**config.mk**
```make
export PLATFORM = sky130hd
export DESIGN_NAME = ir_prefix_seq
export DESIGN_NICKNAME = d
export VERILOG_FILES = /design/src/rtl/z80_ir_pkg.sv /design/src/rtl/ir_prefix_seq.sv
export SDC_FILE = /design/constraint.sdc
export NUM_CORES = 1
export LEC_CHECK = 0
export CAP_MARGIN = 5
export CORE_ASPECT_RATIO = 0.6
export CORE_UTILIZATION = 40
export DETAILED_ROUTE_END_ITERATION = 12
export DONT_BUFFER_PORTS = 1
export SYNTH_ARGS = -nofsm -noshare
export SYNTH_HDL_FRONTEND = slang
export SYNTH_SLANG_ARGS = --single-unit
```
**constraint.sdc**
```tcl
create_clock -name clk -period 1.37 [get_ports clk]
set_input_delay 0.274 -clock clk [delete_from_list [all_inputs] [get_ports clk]]
set_output_delay 0.274 -clock clk [all_outputs]
set_load 0.02 [all_outputs]
```
**src/rtl/z80_ir_pkg.sv**
```systemverilog
// Shared definitions for the instruction register / prefix sequencer and its bench.
package z80_ir_pkg;

  typedef enum logic [2:0] {XX, CB, ED, IXCB_D, IXCB_OP} ir_state_e;

  typedef enum logic [2:0] {BYTE_OTHER, BYTE_DD, BYTE_FD, BYTE_CB, BYTE_ED} byte_cls_e;

  localparam logic [7:0] OP_DD = 8'hDD;
  localparam logic [7:0] OP_FD = 8'hFD;
  localparam logic [7:0] OP_CB = 8'hCB;
  localparam logic [7:0] OP_ED = 8'hED;

  localparam int PFX_IXY0 = 4;
  localparam int PFX_IXY1 = 3;
  localparam int PFX_XX   = 2;
  localparam int PFX_CB   = 1;
  localparam int PFX_ED   = 0;

  function automatic byte_cls_e classify_byte(input logic [7:0] b);
    case (b)
      OP_DD:   return BYTE_DD;
      OP_FD:   return BYTE_FD;
      OP_CB:   return BYTE_CB;
      OP_ED:   return BYTE_ED;
      default: return BYTE_OTHER;
    endcase
  endfunction

endpackage

```
**src/rtl/ir_prefix_seq.sv**
```systemverilog
// Instruction register and DD/FD/CB/ED prefix sequencer feeding pla_decode.
// All outputs are registered; strobes take effect on the sampling edge.
module ir_prefix_seq
  import z80_ir_pkg::*;
#(
  parameter logic [7:0] NOP_OPCODE = 8'h00
) (
  input  logic       clk,
  input  logic       reset,
  input  logic [7:0] db,
  input  logic       ir_we,
  input  logic       ir_nop,
  input  logic       instr_end,
  output logic [7:0] ir,
  output logic [4:0] prefix,
  output logic [7:0] disp,
  output logic       iy_sel,
  output logic       prefix_fetch,
  output logic       ixcb_phase
);

  ir_state_e   state_q, state_d;
  logic        ixy_q, ixy_d;
  logic        iy_sel_q, iy_sel_d;
  logic [7:0]  ir_q, ir_d;
  logic [7:0]  disp_q, disp_d;
  logic [4:0]  prefix_q, prefix_d;
  logic        pf_q, pf_d;
  logic        ixcb_q, ixcb_d;

  // state/ixy as seen by an incoming byte after instr_end has been applied
  ir_state_e   dec_state;
  logic        dec_ixy;

  always_comb begin
    state_d   = state_q;
    ixy_d     = ixy_q;
    iy_sel_d  = iy_sel_q;
    ir_d      = ir_q;
    disp_d    = disp_q;
    pf_d      = 1'b0;
    dec_state = state_q;
    dec_ixy   = ixy_q;

    if (ir_nop) begin
      ir_d     = NOP_OPCODE;
      state_d  = XX;
      ixy_d    = 1'b0;
      iy_sel_d = 1'b0;
    end else begin
      if (instr_end) begin
        state_d   = XX;
        ixy_d     = 1'b0;
        iy_sel_d  = 1'b0;
        dec_state = XX;
        dec_ixy   = 1'b0;
      end
      if (ir_we) begin
        case (dec_state)
          XX: begin
            case (classify_byte(db))
              BYTE_DD, BYTE_FD: begin
                ixy_d    = 1'b1;
                iy_sel_d = (classify_byte(db) == BYTE_FD);
                ir_d     = NOP_OPCODE;
                pf_d     = 1'b1;
              end
              BYTE_CB: begin
                ir_d    = NOP_OPCODE;
                pf_d    = 1'b1;
                state_d = dec_ixy ? IXCB_D : CB;
              end
              BYTE_ED: begin
                ir_d    = NOP_OPCODE;
                pf_d    = 1'b1;
                state_d = ED;
              end
              default: ir_d = db;
            endcase
          end
          IXCB_D: begin
            disp_d  = db;
            state_d = IXCB_OP;
          end
          default: ir_d = db;
        endcase
      end
    end

    prefix_d           = '0;
    prefix_d[PFX_IXY0] = ~ixy_d;
    prefix_d[PFX_IXY1] = ixy_d;
    prefix_d[PFX_XX]   = (state_d == XX);
    prefix_d[PFX_CB]   = (state_d == CB) || (state_d == IXCB_D) || (state_d == IXCB_OP);
    prefix_d[PFX_ED]   = (state_d == ED);
    ixcb_d             = (state_d == IXCB_D) || (state_d == IXCB_OP);
  end

  always_ff @(posedge clk or posedge reset) begin
    if (reset) begin
      state_q  <= XX;
      ixy_q    <= 1'b0;
      iy_sel_q <= 1'b0;
      ir_q     <= NOP_OPCODE;
      disp_q   <= 8'h00;
      prefix_q <= 5'b10100;
      pf_q     <= 1'b0;
      ixcb_q   <= 1'b0;
    end else begin
      state_q  <= state_d;
      ixy_q    <= ixy_d;
      iy_sel_q <= iy_sel_d;
      ir_q     <= ir_d;
      disp_q   <= disp_d;
      prefix_q <= prefix_d;
      pf_q     <= pf_d;
      ixcb_q   <= ixcb_d;
    end
  end

  assign ir           = ir_q;
  assign prefix       = prefix_q;
  assign disp         = disp_q;
  assign iy_sel       = iy_sel_q;
  assign prefix_fetch = pf_q;
  assign ixcb_phase   = ixcb_q;

endmodule

```
==> results of run 1 <==
synthesized netlist by cell type, drive strengths merged, types with 2 or more instances:
| master | instances | share of area [%] |
|---|---|---|
| dfstp | 2 | 4.4 |
| nor3 | 7 | 3.8 |
| buf | 2 | 1.1 |
| dfrtp | 25 | 53 |
| a22o | 8 | 5.9 |
| nand2 | 3 | 0.95 |
| inv | 6 | 1.9 |
| or2 | 2 | 1.1 |
| a21oi | 4 | 1.7 |
| nor2 | 4 | 1.3 |
| mux2 | 8 | 7.6 |
| nand2b | 4 | 2.1 |
worst max-delay path by stage:
stage | endpoint | depth (start not counted)
after floorplan | disp[0] | 6
after global placement | prefix[2] | 5
after detailed placement | prefix[2] | 5
after CTS | iy_sel | 5
after global routing | iy_sel | 5
final | ixcb_phase | 5
critical path, stage by stage, from the launching register on:
cell       delay (ns)
dfrtp_2          0.47
nor3_4           0.24
nor2_4           0.07
o32ai_2          0.33
and2_4           0.22
o2bb2ai_1        0.08
metrics by stage:
step | instance area, um2 | hold WS, ns
after floorplan | 1210 | 0.325
after global placement | 1330 | 0.241
after detailed placement | 1330 | 0.254
after CTS | 1460 | 0.0569
after global routing | 1500 | 0.0447
final | 1500 | 0.0597
cell type report:
type	count	share of cell area [%]
well taps	40	3.34
multi-input cells	62	36.7
flip-flops and latches	27	45.5
repair buffers	19	9.93
clock buffers	4	3.01
inverters	6	1.50
kinds of logic after synthesis:
kind of cell	Yosys count
buffers and inverters	8
AO/OA/AOI/OAI	23
flip-flops	27
multiplexers	9
AND/OR/NAND/NOR	30
sequential cells by signal, summed over array words and instances, names as in the netlist:
| name | count |
|---|---|
| state_q | 3 |
| ir | 8 |
| prefix_fetch | 1 |
| disp | 8 |
| prefix | 5 |
| ixcb_phase | 1 |
| iy_sel | 1 |
power groups by stage:
| stage | Combinational [mW] | Sequential [mW] | Clock [mW] |
|---|---|---|---|
| 2_1_floorplan | 0.0518 | 0.851 | 0 |
| 3_3_place_gp | 0.0726 | 0.853 | 0 |
| 3_5_place_dp | 0.0744 | 0.854 | 0 |
| 4_1_cts | 0.0793 | 0.838 | 0.462 |
| 5_1_grt | 0.0915 | 0.840 | 0.490 |
| 6_report | 0.0822 | 0.838 | 0.445 |
timing repair:
action	CTS	global route
resized for setup	8	8
cloned	0	0
hold buffers	1	0
endpoints found under the setup margin	24	25
hold endpoints to repair	25	0
buffers inserted	6	1
pin swaps	3	3
per-layer routing:
metal	share of wire [%]	up-vias	wire, um	global-route usage (%)
met3	10	4	289	8.43
met2	42	47	1180	26.9
met5	0	-	0	0
met1	47	443	1330	30.2
li1	-	398	-	-
met4	1.2	0	35	5.88
==> results.md, run 1 <==
* Status: finished with violations
* Failing checks: negative setup slack
* Synth-to-layout area growth at 26.2%
* Final setup viols at 26
* Via density at 5.65
* Post-synthesis async set-or-reset flop share at 100%
* Critical Path End Type: flop
* Antenna-violating nets left at 0
* Yosys warns at 0
* Max cap viols at 0
* Setup_tns at -2.60 ns
* Post-synthesis average cell area at 12.2 um2
* Multi-input gate area at 551 um2
* Switching part of the total power at 22.6%
* Yosys reg bits at 27
* XOR/XNOR Fraction of Synth Area at 0%
* Die Width at 72.3 um
* Clock Pin Slew Worst Setup and Hold Paths at 0.09 ns
* P_sw at 0.309 mW
* Largest net degree at the start of global routing at 28
* Most frequent cells in the layout: 22 x dfrtp_1, 17 x buf_4, 8 x a22o_1, 8 x mux2_2
* EDFF count, synth at 0
* Die Height at 44.2 um
* Peak supply drop at 440 uV
* Worst Tran Pin Value at 0.381 ns
* Largest family of logic cells by synthesized area: compound AO/OA/AOI/OAI gates
* RSZ-0062 raised after global routing: yes
* H-tree levels at 1
* Hold Path Depth at 1
* WP data required at 1.53 ns
* Cell area after synthesis at 1190 um2
* Internal reg-to-reg setup slack at -0.15 ns
* # fillers at 231
* Vias in the first global route at 872
* Final Non-Filler Cells at 158
* Die area at 3200 um2
* Row count at 14
* Worst EP arrival at 1.68 ns
* Routed vias at 892
* Worst r2r dst: ixcb_phase
* HP Class: input pin to flop
* PD cells at 911 nW/um2
* Ys flop type: dfrtp_1
* Iteration count of the initial detailed-routing pass at 4
* Total Power at 1.37 mW
* Period utilisation layout at 111%
* Initial antenna violation count at 0
* Final count of pins violating max slew at 0
* Clock group share of total power at 32.6%
* Sequential cell area at 682 um2
* Total CTS buffers at 3
* # IOs at 37
* Setup crit start: state_q[2]
* Max Clock Skew at 0.00526 ns
* # nets final at 132
* CORE AREA at 2660 um2
* FF-to-FF Start: state_q[2]
* Commonest non-fill, non-tap cell in the layout: dfrtp_1
* GRT Residual Overflow at 0
* Input/output buffers at 0
* Gr usage total at 20.3%
* Area share of fa/ha/maj cells after synthesis at 0%
* Slew HR at 74.2%
* Num Clock Sinks at 27
* Fmax achieved at 659 MHz
* First-pass GRT wire length at 4.69 mm
* Crit-path max FO at 4
* Fin. Hold Viols at 0
* Pre-CTS setup slack at -0.205 ns
* Hold_sp: ir_nop
* Synth cell types at 37
* Startpoint types: flop
* Mux cell area share after synthesis at 8.43%
* Simple-gate share of the synthesized area at 15.0%
* Tmin final at 1.52 ns
* Worst-skew pair later-pin latency at 0.27 ns
* Detailed Route Iter0 Violations at 42
* Int Pwr at 1.06 mW
* Hpwl dp at 2.06 mm
* Antenna diodes at 0
* Gpl congestion at 0.862
* Seq/Total Area, Yosys at 57.1%
* Post-synthesis net count at 110
* Post-Syn Instances at 97
* CTS tree: built
* Share of layout cells above drive strength 1 at 42.4%
* Reg2Reg Depth at 5
* Drt total wl at 2.83 mm
* Worst setup margin at -0.147 ns
* Sequential share of power at 61.4%
* Kind of critical path: flop to flop
* CTS Buffer Depth at 2
* Leak at 0.697 nW
* Finished Core Util at 56.3%
* Worst Hold End: iy_sel
* Starting density of the core at 44.6%
* Routed WL per cell at 17.9 um
* Post-synthesis compound-gate area fraction at 16.5%
* Root Buffer: clkbuf_8
* DRC violations left at 0
* Combinational power share at 6.0%
* DP Cell Count at 147
(Power assumes the default switching activity.)
==> run 2, diff against run 1 <==
--- a/config.mk
+++ b/config.mk
@@ -10,6 +10,7 @@
 export CORE_UTILIZATION = 40
 export DETAILED_ROUTE_END_ITERATION = 12
 export DONT_BUFFER_PORTS = 1
+export REMOVE_ABC_BUFFERS = 1
 export SYNTH_ARGS = -nofsm -noshare
 export SYNTH_HDL_FRONTEND = slang
 export SYNTH_SLANG_ARGS = --single-unit
==> constraint.sdc (replaced) <==
create_clock -name clk -period 1.37 [get_ports clk]
set_input_delay 0.274 -clock clk [delete_from_list [all_inputs] [get_ports clk]]
set_output_delay 0.274 -clock clk [all_outputs]
set_load 0.01 [all_outputs]
==> run 2 against run 1 <==
Against the previous run:
- the flow still finishes with violations (negative setup slack)
- combinational power is 1% higher
- via count is 2.7% lower
- global-route usage is 1.1 points lower
- clock power hardly changed
- register-to-register slack worse by 0.05 ns
- non-clock buffer count stayed put
- cell count stayed put
- core utilization is 0.38 points lower
- clock skew is 0.0030 ns lower
- maximum frequency is 3.3% lower
- critical path depth stayed put
- highest routed layer unchanged
==> results.md, run 2 (same netlist as run 1, synthesis figures left out) <==
* Status: finished with violations
* Failing checks: negative setup slack
* Worst setup margin at -0.199 ns
* Die area at 3200 um2
* Num Clock Sinks at 27
* Final Non-Filler Cells at 158
* Largest net degree at the start of global routing at 28
* Gr usage total at 19.3%
* Total CTS buffers at 3
* Fin. Hold Viols at 0
* # nets final at 132
* Fmax achieved at 637 MHz
* H-tree levels at 1
* Hold Path Depth at 1
* Die Width at 72.3 um
* Crit-path max FO at 4
* # fillers at 233
* Placement Cell Area at 1320 um2
* Synth-to-layout area growth at 25.4%
* Setup_tns at -2.31 ns
* Share of layout cells above drive strength 1 at 39.0%
* RSZ-0062 raised after global routing: yes
* Commonest non-fill, non-tap cell in the layout: dfrtp_1
* PD cells at 912 nW/um2
* Die Height at 44.2 um
* # IOs at 37
* Kind of critical path: flop to flop
* Sequential cell area at 678 um2
* GRT Residual Overflow at 0
* Hpwl dp at 1.95 mm
* Final setup viols at 24
* Worst-skew pair later-pin latency at 0.27 ns
* DP Cell Count at 147
* Detailed Route Iter0 Violations at 42
* Root Buffer: clkbuf_8
* Startpoint types: flop
* CTS tree: built
* Via density at 5.49
* Tmin final at 1.57 ns
* Most frequent cells in the layout: 25 x dfrtp_1, 18 x buf_4, 8 x a22o_1, 8 x mux2_2, 5 x inv_1
* Max Clock Skew at 0.00225 ns
* Iteration count of the initial detailed-routing pass at 4
* Routed WL per cell at 18.0 um
* Multi-input gate area at 548 um2
* Final Instance Area at 1490 um2
* Row count at 14
* Starting density of the core at 44.6%
* Period utilisation layout at 115%
* Slew HR at 65.7%
* Gpl congestion at 0.800
* Critical Path End Type: flop
* Reg2Reg Depth at 5
* Vias in the first global route at 856
* CTS Buffer Depth at 2
* Routed vias at 868
* Initial antenna violation count at 0
* Final count of pins violating max slew at 0
* Worst EP arrival at 1.78 ns
* Worst Tran Pin Value at 0.508 ns
* Internal reg-to-reg setup slack at -0.20 ns
* Max cap viols at 0
* Antenna-violating nets left at 0
* Clock Pin Slew Worst Setup and Hold Paths at 0.09 ns
* Peak supply drop at 627 uV
* Antenna diodes at 0
* CORE AREA at 2660 um2
* DRC violations left at 0
* Leak at 0.698 nW
* WP data required at 1.58 ns
* Finished Core Util at 55.9%
* HP Class: input pin to flop
* Input/output buffers at 0
* First-pass GRT wire length at 4.46 mm
* Hold Slack at 0.0577 ns
* Drt total wl at 2.84 mm
[run 2: cell counts in the layout (fill, tap and decap cells not counted)]
No cell type changed its count.
[run 2: path summary, 6_finish.rpt]
kind / start / endpoint
setup / recovery: state_q[1] / prefix[0]
hold / removal: ir_nop / iy_sel
setup reg to reg: state_q[1] / prefix[0]
hold reg to reg: ir[4] / ir[4]
max in group asynchronous: reset / prefix[2]
min in group asynchronous: reset / disp[3]
[run 2: power by group]
part	internal (mW)	switching, mW	total (mW)
Clock	0.208	0.239	0.447
Sequential	0.811	0.0171	0.828
Combinational	0.0391	0.0439	0.0830
[run 2: final cells by class]
cell class / instances / share of cell area, %
clock buffers: 4 / 3.03
inverters: 6 / 1.51
multi-input cells: 62 / 36.8
flip-flops and latches: 27 / 45.5
well taps: 40 / 3.36
repair buffers: 19 / 9.75
[run 2: critical path, cell delays in order, from the launching register on]
cell	delay [ns]
dfrtp_1	0.45
inv_2	0.07
buf_4	0.15
o32a_1	0.18
o41ai_4	0.41
and3_4	0.25
[run 2: through the flow]
| stage | setup WS (ns) | total power, mW |
|---|---|---|
| 2_1_floorplan | -0.0952 | 0.890 |
| 3_3_place_gp | -0.226 | 0.914 |
| 3_5_place_dp | -0.241 | 0.916 |
| 4_1_cts | -0.110 | 1.36 |
| 5_1_grt | -0.237 | 1.41 |
| 6_report | -0.199 | 1.36 |
[run 2: timing repair]
item / in CTS / in global routing
gates resized for setup: 7 / 8
gates cloned: 0 / 0
hold buffers: 1 / 0
pin swaps: 6 / 11
endpoints found under the setup margin: 24 / 25
endpoints found under the hold margin: 25 / 0
buffers inserted: 3 / 3
[run 2: per-layer routing]
layer / track usage (%) / vias up / share of wire (%)
met4: 4.71 / 0 / 1.5
met1: 27.2 / 429 / 49
li1: - / 396 / -
met5: 0 / - / 0
met3: 9.34 / 4 / 7.3
met2: 26.4 / 39 / 42
==> run 3, diff against run 2 <==
--- a/config.mk
+++ b/config.mk
@@ -5,11 +5,12 @@
 export SDC_FILE = /design/constraint.sdc
 export NUM_CORES = 1
 export LEC_CHECK = 0
-export CAP_MARGIN = 5
 export CORE_ASPECT_RATIO = 0.6
-export CORE_UTILIZATION = 40
+export CORE_MARGIN = 5
+export CORE_UTILIZATION = 50
 export DETAILED_ROUTE_END_ITERATION = 12
 export DONT_BUFFER_PORTS = 1
+export PLACE_DENSITY = 0.68
 export REMOVE_ABC_BUFFERS = 1
 export SYNTH_ARGS = -nofsm -noshare
 export SYNTH_HDL_FRONTEND = slang
==> run 3 against run 2 <==
Against the previous run:
- the run still ends with negative setup slack left
- sequential power barely moved
- first-iteration DRC count up 21%
- clock-buffer cell count unchanged
- wire length grew 0.74%
- non-clock buffer count is 2 lower
- total power fell by 0.53%
==> results.md, run 3 (same netlist as run 1, synthesis figures left out) <==
* Status: finished with violations
* Failing checks: negative setup slack
* Fmax achieved at 665 MHz
* Peak supply drop at 566 uV
* Share of layout cells above drive strength 1 at 35.3%
* Worst setup margin at -0.135 ns
* DRC violations left at 0
* Gpl congestion at 0.905
* Pre-CTS setup slack at -0.218 ns
* Crit-path max FO at 4
* Input/output buffers at 0
* Sequential share of power at 61.3%
* P_sw at 0.295 mW
* Worst EP arrival at 1.71 ns
* Starting density of the core at 53.7%
* Antenna-violating nets left at 0
* DP Cell Count at 137
* WP data required at 1.57 ns
* Initial antenna violation count at 0
* Switching part of the total power at 21.8%
* Drt total wl at 2.86 mm
* Largest net degree at the start of global routing at 28
* Hold Slack at 0.0560 ns
* Startpoint types: flop
* Slew HR at 73.6%
* HP Class: input pin to flop
* Synth-to-layout area growth at 19.8%
* # fillers at 184
* RSZ-0062 raised after global routing: yes
* Die Height at 47.7 um
* Max Clock Skew at 0.00459 ns
* Total CTS buffers at 3
* Routed WL per cell at 19.6 um
* # IOs at 37
* Most frequent cells in the layout: 25 x dfrtp_1, 15 x buf_4, 8 x a22o_1, 8 x mux2_2, 5 x inv_1
* Detailed Route Iter0 Violations at 51
* H-tree levels at 1
* Sequential cell area at 678 um2
* Tmin final at 1.50 ns
* Gr usage total at 18.2%
* Internal reg-to-reg setup slack at -0.13 ns
* Hpwl dp at 2.12 mm
* Worst Tran Pin Value at 0.393 ns
* Critical Path End Type: flop
* First-pass GRT wire length at 4.64 mm
* Die area at 3480 um2
* Vias in the first global route at 915
* Max cap viols at 0
* Final Non-Filler Cells at 146
* Die Width at 72.9 um
* Row count at 13
* Antenna diodes at 0
* Commonest non-fill, non-tap cell in the layout: dfrtp_1
* Final setup viols at 24
* Worst-skew pair later-pin latency at 0.27 ns
* Root Buffer: clkbuf_8
* Clock Pin Slew Worst Setup and Hold Paths at 0.09 ns
* Leak at 0.686 nW
* Routed vias at 891
* Setup_tns at -1.53 ns
* CTS Buffer Depth at 2
* GRT Residual Overflow at 0
* Combinational power share at 5.9%
* CTS tree: built
* Total Power at 1.35 mW
* Via density at 6.10
* # nets final at 130
* Num Clock Sinks at 27
* Clock group share of total power at 32.8%
* Int Pwr at 1.06 mW
* Period utilisation layout at 110%
* Multi-input gate area at 505 um2
* PD cells at 950 nW/um2
* CORE AREA at 2210 um2
* Kind of critical path: flop to flop
* Fin. Hold Viols at 0
* Iteration count of the initial detailed-routing pass at 4
* Final count of pins violating max slew at 0
## run 3: power by group through the flow
stage | clock [mW] | sequential, mW | combinational, mW
after floorplan | 0 | 0.840 | 0.0503
after global placement | 0 | 0.844 | 0.0701
after detailed placement | 0 | 0.844 | 0.0724
after CTS | 0.451 | 0.829 | 0.0788
after global routing | 0.487 | 0.830 | 0.0903
final | 0.443 | 0.828 | 0.0793
## run 3: per-layer routing
layer	part of all wire, %	wire length [um]	vias to the layer above	track usage (%)
met1	44	1270	452	23.5
met4	1.2	33	0	6.99
li1	-	-	397	-
met5	0	0	-	0
met2	45	1280	37	28.1
met3	9.6	275	5	7.55
## run 3: layout make-up
| class | count | area share (%) |
|---|---|---|
| Clock buffer | 4 | 3.17 |
| Inverter | 6 | 1.58 |
| Tap cell | 30 | 2.64 |
| Sequential cell | 27 | 47.7 |
| Timing Repair Buffer | 17 | 9.41 |
| Multi-Input combinational cell | 62 | 35.5 |
## run 3: stage by stage
stage	cell area, um2	utilization [%]
floorplan	1170	-
global placement	1300	58.9
detailed placement	1300	58.9
CTS	1410	63.9
global route	1420	64.3
finish	1420	64.3
## run 3: worst max-delay path, stage by stage, from the launching register on
cell	delay, ns
dfrtp_1	0.42
nor3_2	0.20
nor2_2	0.09
buf_6	0.13
o41ai_4	0.39
and3_1	0.23
## run 3: what timing repair did
| action | 4_1_cts | 5_1_grt |
|---|---|---|
| endpoints found under the hold margin | 25 | 0 |
| buffers inserted | 4 | 0 |
| gates resized for setup | 7 | 2 |
| setup endpoints to repair | 25 | 24 |
| pin swaps | 5 | 0 |
| hold buffers | 1 | 0 |
## run 3: worst paths after layout
check / from / cells after the start / end
max: state_q[0] / 5 / prefix[0]
min: ir_nop / 1 / iy_sel
max reg2reg: state_q[0] / 5 / prefix[0]
min reg2reg: ir[0] / 1 / ir[0]
max in group asynchronous: reset / 3 / prefix[2]
min in group asynchronous: reset / 3 / disp[1]
